<file path="src/rtl/acc_pkg.sv">
// Shared widths and saturation helpers for the product accumulator.
// Define ACC_RELU_EN to clamp negative group results to zero.
package acc_pkg;

    localparam int MUL_LAT_DEF = 5;
    localparam int ACC_W_DEF   = 32;
    localparam int CNT_W       = 16;
    localparam int Y_W         = 16;

    function automatic longint acc_max(input int w);
        return (64'sd1 <<< (w - 1)) - 64'sd1;
    endfunction

    function automatic longint acc_min(input int w);
        return -(64'sd1 <<< (w - 1));
    endfunction

    localparam longint ACC_MAX = acc_max(ACC_W_DEF);
    localparam longint ACC_MIN = acc_min(ACC_W_DEF);

endpackage

</file>
<file path="src/rtl/vld_delay.sv">
// Fixed-depth shift register that keeps issue qualifiers
// aligned with the multiplier's product latency.
module vld_delay #(
    parameter int DEPTH = 5,
    parameter int W     = 2
) (
    input  logic         clk,
    input  logic         rst,
    input  logic         flush_i,
    input  logic [W-1:0] d_i,
    output logic [W-1:0] q_o
);

    logic [W-1:0] pipe_q [DEPTH];

    always_ff @(posedge clk) begin
        if (rst || flush_i) begin
            for (int i = 0; i < DEPTH; i++) begin
                pipe_q[i] <= '0;
            end
        end else begin
            pipe_q[0] <= d_i;
            for (int i = 1; i < DEPTH; i++) begin
                pipe_q[i] <= pipe_q[i-1];
            end
        end
    end

    assign q_o = pipe_q[DEPTH-1];

endmodule

</file>
<file path="src/rtl/acc_unit.sv">
// Saturating group accumulator behind a fixed-latency multiplier.
// Define ACC_RELU_EN to clamp negative group results to zero.
import acc_pkg::*;

module acc_unit #(
    parameter int MUL_LAT = MUL_LAT_DEF,
    parameter int ACC_W   = ACC_W_DEF
) (
    input  logic                    clk,
    input  logic                    rst,
    input  logic                    clr,
    input  logic                    issue_valid,
    input  logic                    issue_last,
    input  logic signed [Y_W-1:0]   y,
    output logic                    out_valid,
    output logic signed [ACC_W-1:0] out_data,
    output logic [CNT_W-1:0]        out_cnt,
    output logic                    out_ovf
);

    localparam logic [ACC_W-1:0] SAT_MAX = ACC_W'(acc_max(ACC_W));
    localparam logic [ACC_W-1:0] SAT_MIN = ACC_W'(acc_min(ACC_W));

    logic [1:0]       p_q;
    logic             p_valid;
    logic             p_last;
    logic [ACC_W-1:0] acc_q;
    logic [ACC_W-1:0] acc_d;
    logic [ACC_W-1:0] res_d;
    logic [ACC_W:0]   sum_w;
    logic [CNT_W-1:0] cnt_q;
    logic [CNT_W-1:0] cnt_d;
    logic             ovf_q;
    logic             ovf_d;
    logic             first_q;
    logic             hit_ovf;

    logic             out_valid_q;
    logic [ACC_W-1:0] out_data_q;
    logic [CNT_W-1:0] out_cnt_q;
    logic             out_ovf_q;

    vld_delay #(
        .DEPTH(MUL_LAT),
        .W    (2)
    ) u_dly (
        .clk    (clk),
        .rst    (rst),
        .flush_i(clr),
        .d_i    ({issue_valid, issue_valid & issue_last}),
        .q_o    (p_q)
    );

    assign p_valid = p_q[1];
    assign p_last  = p_q[0];

    // One guard bit: overflow iff the top two bits disagree.
    always_comb begin
        sum_w = (first_q ? '0 : {acc_q[ACC_W-1], acc_q})
              + {{(ACC_W + 1 - Y_W){y[Y_W-1]}}, y};
        hit_ovf = sum_w[ACC_W] != sum_w[ACC_W-1];
        if (!hit_ovf) begin
            acc_d = sum_w[ACC_W-1:0];
        end else if (sum_w[ACC_W]) begin
            acc_d = SAT_MIN;
        end else begin
            acc_d = SAT_MAX;
        end
        ovf_d = (first_q ? 1'b0 : ovf_q) | hit_ovf;
        if (first_q) begin
            cnt_d = CNT_W'(1);
        end else if (&cnt_q) begin
            cnt_d = cnt_q;
        end else begin
            cnt_d = cnt_q + CNT_W'(1);
        end
    end

`ifdef ACC_RELU_EN
    assign res_d = acc_d[ACC_W-1] ? '0 : acc_d;
`else
    assign res_d = acc_d;
`endif

    always_ff @(posedge clk) begin
        if (rst) begin
            acc_q       <= '0;
            cnt_q       <= '0;
            ovf_q       <= 1'b0;
            first_q     <= 1'b1;
            out_valid_q <= 1'b0;
            out_data_q  <= '0;
            out_cnt_q   <= '0;
            out_ovf_q   <= 1'b0;
        end else if (clr) begin
            acc_q       <= '0;
            cnt_q       <= '0;
            ovf_q       <= 1'b0;
            first_q     <= 1'b1;
            out_valid_q <= 1'b0;
        end else begin
            out_valid_q <= p_valid & p_last;
            if (p_valid) begin
                acc_q   <= acc_d;
                cnt_q   <= cnt_d;
                ovf_q   <= ovf_d;
                first_q <= p_last;
                if (p_last) begin
                    out_data_q <= res_d;
                    out_cnt_q  <= cnt_d;
                    out_ovf_q  <= ovf_d;
                end
            end
        end
    end

    assign out_valid = out_valid_q;
    assign out_data  = out_data_q;
    assign out_cnt   = out_cnt_q;
    assign out_ovf   = out_ovf_q;

endmodule

</file>
<file path="config.mk">
export PLATFORM = sky130hd
export DESIGN_NAME = acc_unit
export DESIGN_NICKNAME = d
export VERILOG_FILES = /design/src/rtl/acc_pkg.sv /design/src/rtl/vld_delay.sv /design/src/rtl/acc_unit.sv
export SDC_FILE = /design/constraint.sdc
export NUM_CORES = 1
export LEC_CHECK = 0
export ABC_AREA = 0
export CORE_UTILIZATION = 60
export DETAILED_ROUTE_END_ITERATION = 7
export GPL_ROUTABILITY_DRIVEN = 0
export HOLD_SLACK_MARGIN = 0.02
export PLACE_DENSITY = 0.84
export SLEW_MARGIN = 0
export SYNTH_ARGS = -nofsm -noshare
export SYNTH_HDL_FRONTEND = slang
export SYNTH_HIERARCHICAL = 1
export SYNTH_SLANG_ARGS = --single-unit
</file>
<file path="constraint.sdc">
create_clock -name clk -period 7.85 [get_ports clk]
set_input_delay 1.57 -clock clk [delete_from_list [all_inputs] [get_ports clk]]
set_output_delay 1.57 -clock clk [all_outputs]
set_load 0.02 [all_outputs]
</file>
# Word-level counts from Yosys, hierarchy flattened
# Memories as Yosys holds them, arrays and structs flattened.
# Cells that the tools add are included.
# classes
n_eq_ne,1
reduce_logical,4
n_mux,14
bitwise_logic,9
addsub,2
# op_table
operator,count
32-bit two-way mux,2
33-bit adder,1
33-bit two-way mux,1
16-bit two-way mux,2
"16-bit by 1-bit adder with 16-bit output, second input constant",1
16-bit AND reduction,1
2-bit two-way mux,5
1-bit OR,6
1-bit two-way mux,4
3-bit AND reduction,1
1-bit bitwise AND,2
2-bit OR reduction,1
1-bit logical OR,1
1-bit inequality test,1
1-bit inverter,1
# word_totals
reg_bits,100
mem_count,1
in_bits,21
ramBits,10
word_cells,39
out_inout_bits,50
# memory_table
name,depth,width,read_ports,rd_ports_with_merged_regs,wr,line,source
u_dly.pipe_q,5,2,5,0,5,vld_delay.sv:14,logic [W-1:0] pipe_q [DEPTH];

# Longest topological paths before layout
# Gate-level depths: netlist of the first run.
# depth
ltp_word,4
depth_mapped,15

# Modules after synthesis
# Netlist of the first run, hierarchy kept.
# by_module_without_submodules
module,area_per_inst_um2,cells_each,n_inst
acc_unit,6296.0,783,1
vld_delay,362.8,24,1

# Worst setup path before layout of the first run
# Ideal clock, no wire load.
# synth_timing
path_kind,input to register
start,input y[0]
end,"register out_data_q[16], in the netlist out_data[16]"
path_buffers,1
arrival_time_ns,3.937
path_slack_ns,3.765
setup_ns,0.148
stages,12
required_ns,7.702
cell_sequence,ha_1 inv_1 fa_1 nand2b_1 a211oi_1 o21ai_1 a21oi_2 nor4_4 nor3b_2 a211oi_4 buf_6 a211oi_1
# synth_between
elab_chain_cells,3
word_cells_on_any_way,4
cone_classes,add/sub: 1; eq/ne: 1; mux: 2
# synth_rtl
item,line,source
from (decl),acc_unit.sv:14,"input logic signed [Y_W-1:0] y,"
33-bit adder (*),acc_unit.sv:60,"+ {{(ACC_W + 1 - Y_W){y[Y_W-1]}}, y};"
32-bit two-way mux / 1-bit inequality test (equally long branches),"acc_unit.sv:64, acc_unit.sv:61",
32-bit two-way mux (*),acc_unit.sv:62,if (!hit_ovf) begin
to (signal assigned),acc_unit.sv:109,out_data_q <= res_d;
to (decl),acc_unit.sv:39,logic [ACC_W-1:0] out_data_q;
# Every way passes the cells marked *; elsewhere a longest branch is shown, timed or not.
# A chain may end at the register's enable or synchronous reset.

# Worst setup path in the final report of the first run
# layout_timing
start,input y[15]
end,register acc_q[14]
# layout_between
elab_chain_cells,3
word_cells_on_any_way,4
cone_classes,add/sub: 1; eq/ne: 1; mux: 2
# layout_rtl
item,line,source
33-bit adder (*),acc_unit.sv:60,
32-bit two-way mux / 1-bit inequality test (equally long branches),"acc_unit.sv:64, acc_unit.sv:61",
32-bit two-way mux (*),acc_unit.sv:62,
to (signal assigned),acc_unit.sv:87,acc_q <= '0;
to (signal assigned),acc_unit.sv:96,acc_q <= '0;
to (signal assigned),acc_unit.sv:104,acc_q <= acc_d;
to (decl),acc_unit.sv:27,logic [ACC_W-1:0] acc_q;
# Marks and branches as above.

==> summary.txt, run 1 <==
Place
  • Placed cell count: 969
  • Count of buffers from port buffering: 70
  • Detailed-placement wirelength estimate: 11400 µm

Logic synthesis
  • Number of flip-flops and latches in the synthesized netlist: 110
  • Cells taking the most area after synthesis: dfxtp_1, a21oi_1, ha_1
  • Netlist area before placement: 0.00666 mm²
  • Share of the yosys chip area belonging to registers: 33.1%
  • Top-area cell type share of the netlist area: 33.1%
  • Cell type with the largest total area after synthesis: dfxtp_1
  • Most common cell in the synthesized netlist: dfxtp_1
  • Number of warnings printed during yosys synthesis: 6
  • Number of synthesized flops with an enable pin: 0
  • Number of standard cells after synthesis: 807
  • Mean cell area of the mapped netlist: 8.25 µm²
  • Post-synth net total: 862
  • Most frequent cells after synthesis: dfxtp_1, a21oi_1, nor2_1
  • Number of distinct standard cells referenced by the synthesized netlist: 70
  • Top flip-flop cell by instance count after synthesis: dfxtp_1
  • Share of flip-flops with an asynchronous set or reset after synthesis: 0%

Floorplanning
  • Core footprint: 0.0108 mm²
  • Floorplan die width: 107 µm
  • Top Ports: 71
  • Die ar.: 0.0115 mm²
  • Die Height: 107 µm
  • Site Rows: 38
  • Initial Utilization: 61.4%

STA
  • Slew at the pin closest to its max-slew limit: 0.901 ns
  • Final setup skew: 0.0171 ns
  • Unrepaired setup endpoints after global routing: false
  • Setup violations, final: 0
  • Portion of the clock cycle consumed by the worst path in the final layout: 70.0%
  • Setup TNS after final layout: 0 ns
  • F_max: 182 MHz
  • Clock period minus worst slack: 5.50 ns
  • Worst rel slew slack: 39.9%
  • Worst Hold Margin: 0.462 ns
  • Final hold violation count: 0
  • Max-slew violation count: 0

Clock tree
  • Buffer depth of the longest clock path: 2
  • Resized Gates After CTS: 0
  • H-tree depth: 3
  • Register clock-pin slew on the reported worst setup and hold paths: 0.10 ns
  • Clock net sink count: 110
  • Clock root buffer: clkbuf_8
  • Hold-fix buffer count after cts: 0
  • Cts bufs inserted: 9
  • CTS tree: done
  • Insertion delay of the later-clocked pin in the worst-skew pair: 0.39 ns
  • Setup Fix Bufs, Post-CTS: 0

Route
  • First-pass iteration count of the detailed router: 5
  • Number of vias in the routed layout: 6093
  • Antenna-violating nets left: 0
  • Count of unresolved DRC violations after routing: 0
  • Total Wirelength: 16600 µm
  • DR WL/cell: 16.8 µm
  • Initial DRC Count: 478
  • Mean number of vias per cell: 6.19

Final layout
  • Final net count: 895
  • Post-route insts no fill: 985
  • Count of inserted antenna diode cells: 0
  • Area growth from synthesis to final layout: 12.5%
  • Share of layout cells above drive strength 1: 9.59%

Worst setup path
  • Data arrival time of the critical path: 5.75 ns
  • Critical path type: primary input to register
  • Required @ worst endpoint: 8.11 ns
  • Sort of element at the end of the critical path: register
  • CP Max Fanout: 21
  • Element type at the critical path start: primary input

Hold path
  • Min-Delay Path Class: register to register

Run status
  • Run status: finished clean

Global route
  • Grt total ovfl: 0
  • Combined global-route utilization of all metal layers: 30.0%
  • Pin count of the biggest net entering global routing: 63
  • Wire length of the first global-routing pass: 27500 µm
  • Initial antenna violation count: 0
  • Via count of the first global-routing pass: 5979

Power
  • IR drop worst, VDD: 0.0879 mV
  • Total power density per cell area: 131 mW/mm²
  • Static leakage power: 0.00277 µW

Flow run
  • Max_cap viols: 0
-- cells in the final DEF (no fill, tap or decap), drive strengths merged, types with 3 or more instances in the layout --
master         netlist  layout
a211oi              39      39
a21o                12      12
a21oi               96      96
a22oi                3       3
a31oi                9       9
and2                 6       6
and3                13      13
buf                 22       9
clkbuf              34      11
clkdlybuf4s50        0      69
dfxtp              110     110
ha                  33      33
inv                 16      19
mux2i               15      15
nand2               72      72
nand2b               5       5
nand3               17      17
nand3b               3       3
nand4               12      12
nor2                84      84
nor2b               34      34
nor3                12      12
nor3b               12      12
nor4                 3       3
o211ai               4       4
o21a                 3       3
o21ai               58      58
o21bai               5       5
or3                  8       8
xnor2               24      24
xor2                10      10
-- registers in the layout, summed over array words and instances (netlist names) --
register and count:
cnt_q 16, u_dly/pipe_q 10, acc_q 32, out_valid 1, out_ovf 1, first_q 1
out_cnt 16, ovf_q 1, out_data 32
-- per-layer routing --
layer / share of wire [%] / GRT usage, %
met3: 6.9 / 3.51
met1: 43 / 37.5
met4: 3.2 / 14.4
met5: 0 / 0
met2: 47 / 51.1
-- stage by stage --
step	total power (µW)	util, %	area [µm²]	setup slack (ns)
5_1_grt	1010	69.1	7490	2.07
6_report	985	69.1	7490	2.35
2_1_floorplan	623	-	6660	3.77
4_1_cts	989	69.1	7490	2.41
3_5_place_dp	644	67.3	7300	2.05
3_3_place_gp	642	67.3	7300	2.16
-- cell families (layout without fill, tap and decap cells) --
group / after synthesis / after routing / synth area share [%]
flip-flops: 110 / 110 / 33.1
adder cells (fa/ha/maj): 34 / 34 / 6.50
XOR/XNOR: 34 / 34 / 4.58
AND/OR/NAND/NOR: 291 / 291 / 22.8
buffers and inverters: 73 / 111 / 5.39
multiplexers: 15 / 15 / 2.31
AO/OA/AOI/OAI: 250 / 250 / 25.3
-- where the power goes --
group / switching [µW] / internal (µW)
Clock: 200 / 152
Sequential: 0.142 / 558
Combinational: 47.1 / 27.6
Total: 247 / 738
-- critical path, cell delays in order --
cell	delay, ns
clkdlybuf4s50_1	0.83
ha_1	0.69
and4_1	0.28
nand4_1	0.13
or4_1	0.51
a21oi_2	0.19
nor4_4	0.10
nor3b_2	0.21
a211oi_2	0.71
buf_4	0.41
a21oi_1	0.11
-- final timing paths --
kind	startpoint	end	slack [ns]	cells past startpoint
setup / recovery	y[15]	acc_q[14]	2.35	11
setup reg to reg	first_q	acc_q[14]	3.30	14
hold reg to reg	out_cnt[13]	out_cnt[13]	0.46	2
hold / removal	out_cnt[13]	out_cnt[13]	0.46	2
-- area by class of cell --
class	count	area, µm²
clock buffers	11	131
well taps	140	175
flip-flops and latches	110	2200
multi-input cells	624	4100
fillers	867	3350
inverters	17	63.8
repair buffers	78	756
clock inverters	5	63.8
Note: power is estimated with default switching activity, not from simulation.
==> run 2: changes to the inputs <==
--- a/config.mk
+++ b/config.mk
@@ -6,11 +6,11 @@
 export NUM_CORES = 1
 export LEC_CHECK = 0
 export ABC_AREA = 0
-export CORE_UTILIZATION = 60
+export CORE_UTILIZATION = 52
 export DETAILED_ROUTE_END_ITERATION = 7
 export GPL_ROUTABILITY_DRIVEN = 0
 export HOLD_SLACK_MARGIN = 0.02
-export PLACE_DENSITY = 0.84
+export PLACE_DENSITY = 0.77
 export SLEW_MARGIN = 0
 export SYNTH_ARGS = -nofsm -noshare
 export SYNTH_HDL_FRONTEND = slang
==> constraint.sdc (replaced) <==
create_clock -name clk -period 4.85 [get_ports clk]
set_input_delay 0.97 -clock clk [delete_from_list [all_inputs] [get_ports clk]]
set_output_delay 0.97 -clock clk [all_outputs]
set_load 0.02 [all_outputs]
==> run 2 against run 1 <==
Compared with the run above:
- routed wire length shrank 0.98%
- largest cell class unchanged
- via count shrank 0.87%
- count of clock-buffer cells in the layout down 2
- sequential power grew 62%
- sequential cell count is the same
- critical endpoint is now out_data[25]
==> summary.txt, run 2 (same netlist as run 1, synthesis figures left out) <==
Run status
  • Run status: finished clean

STA
  • Final hold violation count: 0
  • Final setup skew: 0.0131 ns
  • Portion of the clock cycle consumed by the worst path in the final layout: 90.7%
  • Clock period minus worst slack: 4.40 ns
  • F_max: 227 MHz
  • Max-slew violation count: 0
  • Worst rel slew slack: 41.9%
  • Slew at the pin closest to its max-slew limit: 0.871 ns
  • Unrepaired setup endpoints after global routing: false
  • Post-route setup slack: 0.452 ns
  • Setup TNS after final layout: 0 ns
  • Worst Hold Margin: 0.456 ns
  • Setup violations, final: 0

Final layout
  • Final standard cell area without fillers: 0.00773 mm²
  • Area growth from synthesis to final layout: 16.2%
  • Final net count: 901
  • Most common cell after layout, fill and taps aside: dfxtp_1
  • Final core utilization: 63.1%
  • Share of layout cells above drive strength 1: 10.5%
  • Most frequent cells in the layout: dfxtp_1, a21oi_1, nor2_1, nand2_1, clkdlybuf4s50_1
  • Count of inserted antenna diode cells: 0

Floorplanning
  • Floorplan die width: 115 µm
  • Initial Utilization: 54.3%
  • Site Rows: 40
  • Die Height: 115 µm
  • Die ar.: 0.0133 mm²
  • Core footprint: 0.0123 mm²
  • Top Ports: 71

Worst setup path
  • Data arrival time of the critical path: 4.59 ns
  • Critical path type: primary input to register
  • Sort of element at the end of the critical path: register
  • Critical path buffer and inverter count: 3
  • Crit path max-delay cell type: clkdlybuf4s50_1
  • Element type at the critical path start: primary input
  • Cell family contributing the most delay on the critical path: buffers and inverters
  • CP Max Fanout: 14
  • Number of cells traversed by the worst register-to-register path: 12
  • Largest incremental delay on the critical path: 0.76 ns
  • Worst path cell trace: clkdlybuf4s50_1, buf_4, ha_1, a21oi_1, o21ai_1, a31oi_1, a211oi_1, nor4_4, and2b_1, a211oi_4, buf_4, a211oi_1
  • Required @ worst endpoint: 5.05 ns
  • Critical path depth in cells: 12

Clock tree
  • Clock net sink count: 110
  • Setup Fix Bufs, Post-CTS: 0
  • Resized Gates After CTS: 0
  • Cts bufs inserted: 9
  • CTS tree: done
  • Clock root buffer: clkbuf_16
  • Buffer depth of the longest clock path: 2
  • Register clock-pin slew on the reported worst setup and hold paths: 0.08 ns
  • H-tree depth: 3
  • Hold-fix buffer count after cts: 0
  • Insertion delay of the later-clocked pin in the worst-skew pair: 0.36 ns

Place
  • Pre-CTS worst setup slack: 0.130 ns
  • Detailed-placement wirelength estimate: 11600 µm
  • Area post-placement: 0.00740 mm²
  • Count of buffers from port buffering: 70

Route
  • DR WL/cell: 16.1 µm
  • Number of vias in the routed layout: 6040
  • Mean number of vias per cell: 5.93
  • Antenna-violating nets left: 0
  • Count of unresolved DRC violations after routing: 0
  • Initial DRC Count: 466
  • Total Wirelength: 16400 µm
  • First-pass iteration count of the detailed router: 5

Global route
  • Via count of the first global-routing pass: 5952
  • Pin count of the biggest net entering global routing: 62
  • Wire length of the first global-routing pass: 27500 µm
  • Initial antenna violation count: 0
  • Combined global-route utilization of all metal layers: 26.0%
  • Grt total ovfl: 0

Power
  • IR drop worst, VDD: 0.133 mV
  • Static leakage power: 0.00287 µW
  • Total power density per cell area: 238 mW/mm²

Hold path
  • Min-Delay Path Class: register to register
  • Hold Path Stages: 2

Flow run
  • Max_cap viols: 0
-- run 2: cell types whose count changed in the layout (fill, tap and decap cells not counted), sizes merged --
| cell | previous run | this run |
|---|---|---|
| clkbuf | 11 | 9 |
| clkinv | 2 | 4 |
| buf | 9 | 15 |
| bufinv | 1 | 2 |
| inv | 19 | 18 |
-- run 2: metrics by stage --
| step | cells | total power [µW] |
|---|---|---|
| after global routing | 1019 | 1910 |
| after CTS | 1019 | 1850 |
| after floorplan | 807 | 1010 |
| final | 1019 | 1840 |
| after global placement | 1003 | 1040 |
| after detailed placement | 1003 | 1050 |
-- run 2: worst paths after layout --
path	startpoint	to	slack, ns
min	out_cnt[4]	out_cnt[4]	0.46
min reg2reg	out_cnt[4]	out_cnt[4]	0.46
max reg2reg	first_q	out_data[25]	0.85
max	y[15]	out_data[25]	0.45
-- run 2: power breakdown --
group          internal, µW  switching (µW)  leakage [µW]
sequential              903           0.188      0.000886
clock                   461             351      0.000163
combinational          45.7            77.4       0.00182
-- run 2: routing by layer --
layer	global-route usage (%)	part of all wire (%)	vias to the layer above
li1	-	-	2957
met1	31.8	44	2854
met2	44.9	49	200
met3	4.22	5.5	29
met4	11.6	2.0	0
met5	0	0	-
-- run 2: cell type report --
cell class	instances	area [µm²]
Clock inverter	7	108
Inverter	17	63.8
Timing Repair Buffer	84	826
Sequential cell	110	2200
Tap cell	168	210
Multi-Input combinational cell	624	4100
Fill cell	1061	4530
Clock buffer	9	225
-- run 2: tightest hold or removal path, cell delays in order, from the launching register on --
cell and delay (ns):
dfxtp_1 0.31, nand2_1 0.05, a21oi_1 0.05
